[src/rtl/p_sgn_apply_pkg.sv]
// p_sgn_apply_pkg: shared perceptron datapath configuration (dtype + precision).
// Rev 1.0
`default_nettype none

package p_sgn_apply_pkg;

  typedef enum logic [1:0] {
    BOOL = 2'd0,
    INT  = 2'd1,
    FXP  = 2'd2,
    FP   = 2'd3
  } dtype_e;

  typedef struct packed {
    dtype_e     dtype;
    logic [7:0] prec;
  } dconf_t;

endpackage

`define DEF_DCONF p_sgn_apply_pkg::dconf_t'{dtype: p_sgn_apply_pkg::INT, prec: 8'd8}

`default_nettype wire

[src/rtl/p_sgn_apply_if.sv]
// p_sgn_apply_if: valid/ready input and output beat channels of p_sgn_apply.
// Rev 1.0
`default_nettype none

interface p_sgn_apply_if #(
  parameter int PREC = 8
);
  logic            in_valid;
  logic            in_ready;
  logic            in_sign;
  logic [PREC-1:0] in_mag;
  logic            out_valid;
  logic            out_ready;
  logic [PREC-1:0] out_data;
  logic            out_ovf;

  modport master (
    output in_valid, in_sign, in_mag, out_ready,
    input  in_ready, out_valid, out_data, out_ovf
  );

  modport slave (
    input  in_valid, in_sign, in_mag, out_ready,
    output in_ready, out_valid, out_data, out_ovf
  );
endinterface

`default_nettype wire

[src/rtl/p_sgn_apply_conv.sv]
// p_sgn_conv: combinational sign application with saturation in the CONF format.
// Rev 1.0
`default_nettype none

module p_sgn_conv
  import p_sgn_apply_pkg::*;
#(
  parameter dconf_t CONF = `DEF_DCONF,
  localparam int    PREC = int'(CONF.prec)
) (
  input  wire logic            in_sign,
  input  wire logic [PREC-1:0] in_mag,
  output logic      [PREC-1:0] data,
  output logic                 ovf
);

  localparam logic [PREC-1:0] c_MAX_POS = {1'b0, {(PREC-1){1'b1}}};
  localparam logic [PREC-1:0] c_MIN_NEG = {1'b1, {(PREC-1){1'b0}}};

  always_comb begin
    data = '0;
    ovf  = 1'b0;
    case (CONF.dtype)
      BOOL: data[0] = in_mag[0] ^ in_sign;
      INT, FXP: begin
        if (!in_sign) begin
          if (!in_mag[PREC-1]) begin
            data = in_mag;
          end else begin
            data = c_MAX_POS;
            ovf  = 1'b1;
          end
        // The most negative value is reachable without overflow.
        end else if (!in_mag[PREC-1] || in_mag == c_MIN_NEG) begin
          data = '0 - in_mag;
        end else begin
          data = c_MIN_NEG;
          ovf  = 1'b1;
        end
      end
      FP:      data = {in_sign ^ in_mag[PREC-1], in_mag[PREC-2:0]};
      default: data = '0;
    endcase
  end

endmodule

`default_nettype wire

[src/rtl/p_sgn_apply.sv]
// p_sgn_apply: signs a magnitude, saturates, and buffers results in a 2-entry FIFO.
// Rev 1.0
`default_nettype none

module p_sgn_apply
  import p_sgn_apply_pkg::*;
#(
  parameter dconf_t CONF = `DEF_DCONF,
  localparam int    PREC = int'(CONF.prec)
) (
  input  wire logic        clk,
  input  wire logic        reset,
  p_sgn_apply_if.slave     bus,
  input  wire logic        ovf_clr,
  output logic      [15:0] ovf_cnt
);

  typedef enum logic [1:0] {
    S_EMPTY = 2'd0,
    S_ONE   = 2'd1,
    S_TWO   = 2'd2
  } fifo_state_e;

  fifo_state_e     r_state;
  logic            r_in_ready;
  logic            r_out_valid;
  logic [PREC-1:0] r_head_data;
  logic            r_head_ovf;
  logic [PREC-1:0] r_tail_data;
  logic            r_tail_ovf;
  logic [15:0]     r_ovf_cnt;

  logic [PREC-1:0] w_conv_data;
  logic            w_conv_ovf;
  logic            w_push;
  logic            w_pop;

  p_sgn_conv #(.CONF(CONF)) u_conv (
    .in_sign (bus.in_sign),
    .in_mag  (bus.in_mag),
    .data    (w_conv_data),
    .ovf     (w_conv_ovf)
  );

  assign w_push = bus.in_valid & r_in_ready;
  assign w_pop  = r_out_valid & bus.out_ready;

  // Head is the presented output; tail only holds a second beat in S_TWO.
  always_ff @(posedge clk or posedge reset) begin
    if (reset) begin
      r_state     <= S_EMPTY;
      r_in_ready  <= 1'b1;
      r_out_valid <= 1'b0;
      r_head_data <= '0;
      r_head_ovf  <= 1'b0;
      r_tail_data <= '0;
      r_tail_ovf  <= 1'b0;
    end else begin
      case (r_state)
        S_EMPTY: begin
          if (w_push) begin
            r_head_data <= w_conv_data;
            r_head_ovf  <= w_conv_ovf;
            r_out_valid <= 1'b1;
            r_state     <= S_ONE;
          end
        end
        S_ONE: begin
          if (w_push && w_pop) begin
            r_head_data <= w_conv_data;
            r_head_ovf  <= w_conv_ovf;
          end else if (w_push) begin
            r_tail_data <= w_conv_data;
            r_tail_ovf  <= w_conv_ovf;
            r_in_ready  <= 1'b0;
            r_state     <= S_TWO;
          end else if (w_pop) begin
            r_out_valid <= 1'b0;
            r_state     <= S_EMPTY;
          end
        end
        S_TWO: begin
          if (w_pop) begin
            r_head_data <= r_tail_data;
            r_head_ovf  <= r_tail_ovf;
            r_in_ready  <= 1'b1;
            r_state     <= S_ONE;
          end
        end
        default: begin
          r_state     <= S_EMPTY;
          r_in_ready  <= 1'b1;
          r_out_valid <= 1'b0;
        end
      endcase
    end
  end

  always_ff @(posedge clk or posedge reset) begin
    if (reset) begin
      r_ovf_cnt <= '0;
    end else if (ovf_clr) begin
      r_ovf_cnt <= '0;
    end else if (w_push && w_conv_ovf && r_ovf_cnt != 16'hFFFF) begin
      r_ovf_cnt <= r_ovf_cnt + 16'd1;
    end
  end

  assign bus.in_ready  = r_in_ready;
  assign bus.out_valid = r_out_valid;
  assign bus.out_data  = r_head_data;
  assign bus.out_ovf   = r_head_ovf;
  assign ovf_cnt       = r_ovf_cnt;

endmodule

`default_nettype wire

[src/flat_wrapper.sv]
// flat-port wrapper written by rule: the top's interface ports become plain ports
module p_sgn_apply_flat import p_sgn_apply_pkg::*;
#(
  parameter dconf_t CONF = `DEF_DCONF,
  localparam int    PREC = int'(CONF.prec)
)
  (clk, reset, ovf_clr, ovf_cnt, bus_in_valid, bus_in_sign, bus_in_mag, bus_out_ready, bus_in_ready, bus_out_valid, bus_out_data, bus_out_ovf);
  p_sgn_apply_if #(.PREC(8)) bus_i ();
  input  wire logic clk;
  input  wire logic reset;
  input  wire logic ovf_clr;
  output logic      [15:0] ovf_cnt;
  input wire logic [$bits(bus_i.in_valid)-1:0] bus_in_valid;
  input wire logic [$bits(bus_i.in_sign)-1:0] bus_in_sign;
  input wire logic [$bits(bus_i.in_mag)-1:0] bus_in_mag;
  input wire logic [$bits(bus_i.out_ready)-1:0] bus_out_ready;
  output wire logic [$bits(bus_i.in_ready)-1:0] bus_in_ready;
  output wire logic [$bits(bus_i.out_valid)-1:0] bus_out_valid;
  output wire logic [$bits(bus_i.out_data)-1:0] bus_out_data;
  output wire logic [$bits(bus_i.out_ovf)-1:0] bus_out_ovf;
  assign bus_i.in_valid = bus_in_valid;
  assign bus_i.in_sign = bus_in_sign;
  assign bus_i.in_mag = bus_in_mag;
  assign bus_i.out_ready = bus_out_ready;
  assign bus_in_ready = bus_i.in_ready;
  assign bus_out_valid = bus_i.out_valid;
  assign bus_out_data = bus_i.out_data;
  assign bus_out_ovf = bus_i.out_ovf;
  p_sgn_apply #(.CONF(CONF)) u_core (.clk(clk), .reset(reset), .bus(bus_i), .ovf_clr(ovf_clr), .ovf_cnt(ovf_cnt));
endmodule
[config.mk]
export PLATFORM = sky130hd
export DESIGN_NAME = p_sgn_apply_flat
export DESIGN_NICKNAME = d
export VERILOG_FILES = /design/src/rtl/p_sgn_apply_pkg.sv /design/src/rtl/p_sgn_apply_if.sv /design/src/rtl/p_sgn_apply_conv.sv /design/src/rtl/p_sgn_apply.sv /design/src/flat_wrapper.sv
export SDC_FILE = /design/constraint.sdc
export NUM_CORES = 1
export LEC_CHECK = 0
export ABC_AREA = 1
export BUFFER_PORTS_ARGS = -buffer_cell sky130_fd_sc_hd__buf_2
export CELL_PAD_IN_SITES_DETAIL_PLACEMENT = 0
export CELL_PAD_IN_SITES_GLOBAL_PLACEMENT = 1
export CORE_MARGIN = 2
export CORE_UTILIZATION = 25
export CTS_BUF_LIST = sky130_fd_sc_hd__clkbuf_16
export CTS_CLUSTER_DIAMETER = 150
export DETAILED_ROUTE_END_ITERATION = 10
export GPL_TIMING_DRIVEN = 0
export PLACE_DENSITY_LB_ADDON = 0.1
export SETUP_SLACK_MARGIN = 0.4
export SYNTH_ARGS = -nofsm -noshare
export SYNTH_HDL_FRONTEND = slang
export SYNTH_SLANG_ARGS = --single-unit
[constraint.sdc]
create_clock -name clk -period 1.4 [get_ports clk]
set_input_delay 0.14 -clock clk [delete_from_list [all_inputs] [get_ports clk]]
set_output_delay 0.14 -clock clk [all_outputs]
set_load 0.02 [all_outputs]
==> results.cfg, run 1 <==
[detailed_routing]
vias = 2601
drc = 0
first_pass_iters = 4
ant_nets = 0
wirelength_mm = 7.95
wl_per_cell_um = 14.0
vias_per_cell = 4.57
drtIter0Drc = 76

[place]
dp_hpwl_mm = 5.25
place_ws_ns = -0.375
placed_cell_area_um2 = 2820
globalplace.congestion = 0.775
place_inst = 521
portBuffers = 39

[cells_and_area]
stdcell_count = 569
fillCellCount = 980
area_delta_synth_final_pct = 57.7
final_core_util = 0.407
insertedDiodeCount = 0
design_area_um2 = 3760
drive_above_1_share = 0.416
fin_nets = 455

[sta]
finalCriticalPeriod_ns = 1.46
post-route-period-util = 1.05
setup_tns_ns = -0.980
setup_viol_count_final = 21
final_max_slew_viol_count = 0
layout_setup_ws_ns = -0.0646
tightest_slew_ns = 0.544
hold_viol = 0
max_slew_margin = 0.637
clock_skew_ns = 0.00892
holdWs_ns = 0.199
rsz0062_at_grt = yes
fmaxAchievable_mhz = 683

[floorplanning]
fp-row-count = 35
pin_count = 41
die-area_um2 = 10300
die_height_um = 102
die_w_um = 102
core_um2 = 9240
start_util = 0.258

[logic_synthesis]
ys_seq_area_frac = 0.399
syn_area_um2 = 2390
ys_async_sr_fraction = 1.00
syn_inst = 352
ys_ff_latch = 38
synth_edf_count = 0
syn_nets = 368
synth_cell_types = 32
ys.flop_type = dfrtp_1
yosysWarnings = 0
synth_area_per_cell_um2 = 6.78

[clock_network]
cts_sinks = 38
clock_latency_ns = 0.28
clkTransAtPathRegs_ns = 0.07
cts-root-buf = clkbuf_16
h-tree-depth = 2
cts_max_path_buffers = 2
numCtsBuffers = 5
cts_tree = done

[global_routing]
antenna_found_initial = 0
grt_pass1_wl_mm = 13.0
first_global_vias = 2577
grt_max_degree = 31
grt_overflow_total = 0
grt_usage = 0.163

[worst_setup_path]
critical_path.max_fanout = 5
required_ns = 1.57
crit_path_end_kind = register
max_stage_delay_ns = 0.40
path_buf_inv = 1
path_delay_family = simple AND/OR/NAND/NOR gates
path_cells = ha_4 > nand3_4 > nor2_4 > nand4_4 > nand3_4 > nand2_8 > buf_8 > nand2_1 > nand2_1
critPathArrivalTime_ns = 1.64
crit_slowest_cell = dfrtp_2
path_class = register to register
crit_path_start_kind = register

[status]
violations = setup timing
run_status = finished, violations left

[worst_hold_path]
hp-class = input pin to register

[job]
max_cap_viol_count = 0

[pwr]
power_density_nw_per_um2 = 676
p_leak_nw = 1.76
ir_drop_mv = 0.378
p_total_mw = 2.54
## routing by layer
metal	GRT usage	vias to the layer above	share of wire
li1	-	1308	-
met3	0.0297	4	0.030
met4	0.0281	0	0.0048
met5	0	-	0
met1	0.214	1257	0.46
met2	0.282	32	0.51
## layout make-up
cell class,count,area (um2),area share
sequential,38,971,0.258
timing repair buffer,80,714,0.190
inverter,31,128,0.0339
buffer,8,81.3,0.0216
multi-input combinational,275,1570,0.417
tap,129,161,0.0429
clock buffer,5,125,0.0333
clock inverter,3,12.5,0.00333
## synth_stat cells, types with 3 or more instances
| cell type | count | area (um2) |
|---|---|---|
| a21oi_1 | 12 | 60.1 |
| buf_2 | 3 | 15.0 |
| dfrtp_1 | 37 | 926 |
| inv_1 | 28 | 105 |
| nand2_1 | 124 | 465 |
| nand2_2 | 3 | 18.8 |
| nand3_1 | 36 | 180 |
| nand4_1 | 10 | 62.6 |
| nor2_1 | 55 | 206 |
| o21ai_0 | 11 | 55.1 |
| xnor2_1 | 3 | 26.3 |
| xor2_1 | 4 | 35.0 |
## logic make-up after synthesis
kind of cell | Yosys count | share of synthesized area
AO/OA/AOI/OAI | 31 | 0.0745
AND/OR/NAND/NOR | 235 | 0.423
flip-flops | 38 | 0.399
buffers and inverters | 39 | 0.0676
XOR/XNOR | 7 | 0.0257
adder cells (fa/ha/maj) | 2 | 0.0105
## path summary, 6_finish.rpt
path / from / endpoint / slack [ns] / cells past startpoint
worst max-delay path: u_core.ovf_cnt[0]$_DFFE_PP0P_ / u_core.ovf_cnt[8]$_DFFE_PP0P_ / -0.06 / 9
worst min register to register: u_core.bus.out_data[0]$_DFFE_PP0P_ / u_core.bus.out_data[0]$_DFFE_PP0P_ / 0.47 / 2
max in group asynchronous: reset / u_core.bus.in_ready$_DFFE_PP1P_ / 0.56 / 4
min in group asynchronous: reset / u_core.ovf_cnt[3]$_DFFE_PP0P_ / 0.33 / 3
worst max register to register: u_core.ovf_cnt[0]$_DFFE_PP0P_ / u_core.ovf_cnt[8]$_DFFE_PP0P_ / -0.06 / 9
worst min-delay path: bus_in_mag[0] / u_core.r_tail_data[0]$_DFFE_PP0P_ / 0.20 / 3
## registers in the layout, summed over array words and instances (netlist names)
signal,flops
u_core.ovf_cnt,16
u_core.bus.out_data,8
u_core.r_tail_data,8
u_core.r_state,2
u_core.bus.in_ready,1
u_core.bus.out_ovf,1
u_core.bus.out_valid,1
u_core.r_tail_ovf,1
## placed cells by master, fill, tap and decap left out, types with 2 or more instances in the layout
master      n
o21a_1      2
o21ai_1     4
buf_4      25
nand3_2     2
o21ai_2     2
clkinv_1    2
dfrtp_1    22
buf_2      21
nand2_1    95
a21oi_2     6
dfrtp_2    15
nor2_4     12
inv_1      22
a21oi_1     5
nor2_1     40
clkbuf_1    2
xor2_1      4
o21ai_0     6
inv_2       6
xnor2_1     3
clkbuf_16   5
nand2_2    25
buf_6      34
nand2_4     7
nor2_2      6
o21bai_1    2
nand3_4     2
nand3_1    34
buf_12      3
nand4_1    10
## worst register-to-register path: cells and delay by family, from the launching register on
family | cells | cell delay (ns)
adders and majority gates | 1 | 0.16
DFF | 1 | 0.40
buffers and inverters | 1 | 0.15
and+or+nand+nor | 7 | 0.65
## report_power, final
| part | internal, mW | leakage [nW] | switching (mW) |
|---|---|---|---|
| combinational | 0.117 | 1.20 | 0.184 |
| clock | 0.646 | 0.0724 | 0.471 |
| sequential | 1.11 | 0.481 | 0.0158 |
| total | 1.87 | 1.76 | 0.671 |
## repair_timing
item / 4_1_cts / 5_1_grt
buffers inserted: 25 / 11
hold buffers: 1 / 0
setup endpoints to repair: 55 / 58
resized for setup: 108 / 44
pin swaps: 10 / 20
endpoints found under the hold margin: 8 / 0
cloned: 3 / 0
No activity file was read; power rests on OpenSTA's default activity.
==> inputs of run 2 (changes only) <==
REMOVE_ABC_BUFFERS = 1   (was not set)
==> run 2 against run 1 <==
Compared with the run above: the run still ends with setup timing left; die area unchanged; clock skew down 0.0028 ns; utilization down 0.88 points; wire length down 5.7%; worst setup slack better by 0.0017 ns; count of clock-buffer cells in the layout unchanged; clock power about the same; total power down 1.8%; fmax up 0.11%; via count down 1.6%; non-clock buffer count down 8.
==> results.cfg, run 2 (synthesis gave the netlist of run 1 again) <==
[pwr]
pwr-share-comb = 0.108
p_int_mw = 1.85
p_leak_nw = 1.73
p_switching_uw = 646
netSwitchingFraction = 0.259
power_density_nw_per_um2 = 679
clockPowerShare = 0.442
p_total_mw = 2.50
power_frac_seq = 0.450
ir_drop_mv = 0.411

[detailed_routing]
wl_per_cell_um = 13.4
drc = 0
wirelength_mm = 7.50
first_pass_iters = 4
drtIter0Drc = 49
vias_per_cell = 4.56
vias = 2560
ant_nets = 0

[global_routing]
grt_overflow_total = 0
first_global_vias = 2479
grt_pass1_wl_mm = 12.2
antenna_found_initial = 0
grt_usage = 0.149
grt_max_degree = 29

[cells_and_area]
final_cell_mix = 114 x nand2_1, 44 x nor2_1, 29 x nand3_1, 28 x buf_6
seq_area_um2 = 970
layout.cells.most_common = nand2_1
fillCellCount = 985
drive_above_1_share = 0.370
largest_register_ffs = 16
final_core_util = 0.398
design_area_um2 = 3680
area_delta_synth_final_pct = 54.3
fin_nets = 448
multiInputGateArea_um2 = 1530
insertedDiodeCount = 0

[worst_setup_path]
critPathArrivalTime_ns = 1.63
critical_path.max_fanout = 6
max_stage_delay_ns = 0.55
crit_path_start_kind = register
required_ns = 1.57
path_cells = nand2_4 > inv_4 > buf_4 > nand3_4 > buf_6 > nand3_1 > nand2_1
path_delay_family = flip-flops
path_class = register to register
crit_slowest_cell = dfstp_2
crit_path_end_kind = register
path_buf_inv = 3

[sta]
post-route-period-util = 1.04
max_slew_margin = 0.693
clock_skew_ns = 0.00608
fmaxAchievable_mhz = 684
tightest_slew_ns = 0.460
final_max_slew_viol_count = 0
hold_viol = 0
finalCriticalPeriod_ns = 1.46
rsz0062_at_grt = yes
setup_viol_count_final = 21
holdWs_ns = 0.191
layout_setup_ws_ns = -0.0629

[status]
violations = setup timing
run_status = finished, violations left

[floorplanning]
core_um2 = 9240
pin_count = 41
die_w_um = 102
fp-row-count = 35
start_util = 0.258
die-area_um2 = 10300
die_height_um = 102

[clock_network]
cts_sinks = 38
h-tree-depth = 2
cts_max_path_buffers = 2
numCtsBuffers = 5
clock_latency_ns = 0.28
cts_tree = done
cts-root-buf = clkbuf_16
clkTransAtPathRegs_ns = 0.06

[place]
placed_cell_area_um2 = 2720
dp_hpwl_mm = 4.89
globalplace.congestion = 0.777
portBuffers = 40

[worst_hold_path]
hp-class = input pin to register

[job]
max_cap_viol_count = 0
-- run 2: cell types whose count changed in the layout (fill, tap and decap cells not counted), moves of 3 or more --
cell	delta
nand2_1	+19
nand2_2	-15
buf_6	-6
nand3_1	-5
nand3_2	+5
nand2_4	-4
nor2_1	+4
buf_4	-3
clkbuf_16	+3
nor2_4	-3
-- run 2: worst min-delay path: stages --
cell and delay [ns]:
buf_2 0.10, a21oi_1 0.09, o21ai_2 0.10
-- run 2: layout make-up --
class	count	area share
Inverter	31	0.0357
Sequential cell	38	0.263
Multi-Input combinational cell	276	0.414
Timing Repair Buffer	80	0.205
Tap cell	129	0.0438
Clock buffer	5	0.0340
Clock inverter	3	0.00340
-- run 2: layer usage --
metal | global-route usage | routed length (um)
met2 | 0.248 | 3500
met1 | 0.200 | 3630
met4 | 0.0291 | 92
met3 | 0.0324 | 279
met5 | 0 | 0
-- run 2: worst paths after layout --
check	startpoint	to	slack (ns)	depth (start not counted)
min in group asynchronous	reset	u_core.ovf_cnt[12]$_DFFE_PP0P_	0.33	3
worst max register to register	u_core.bus.in_ready$_DFFE_PP1P_	u_core.ovf_cnt[8]$_DFFE_PP0P_	-0.06	7
worst min register to register	u_core.bus.out_data[7]$_DFFE_PP0P_	u_core.bus.out_data[7]$_DFFE_PP0P_	0.47	2
worst min-delay path	bus_in_mag[0]	u_core.r_tail_data[0]$_DFFE_PP0P_	0.19	3
max in group asynchronous	reset	u_core.bus.in_ready$_DFFE_PP1P_	0.56	4
worst max-delay path	u_core.bus.in_ready$_DFFE_PP1P_	u_core.ovf_cnt[8]$_DFFE_PP0P_	-0.06	7
-- run 2: through the flow --
step,TNS (ns),cells,worst slack [ns]
global route,-2.74,562,-0.146
finish,-0.832,562,-0.0629
floorplan,-7.30,344,-0.314
CTS,-0.141,547,-0.0161
detailed placement,-19.96,514,-0.688
global placement,-33.76,513,-0.710
-- run 2: what timing repair did --
action	in CTS	in global routing
buffers inserted	23	12
setup endpoints to repair	56	56
pin swaps	13	32
gates resized for setup	63	72
cloned	1	3
hold buffers	1	0
hold endpoints to repair	10	0
-- run 2: power groups by stage --
stage	combinational [mW]	sequential (mW)	clock (mW)
finish	0.270	1.12	1.10
global route	0.306	1.13	1.20
CTS	0.266	1.13	1.13
detailed placement	0.217	1.15	0
global placement	0.210	1.15	0
floorplan	0.112	1.16	0
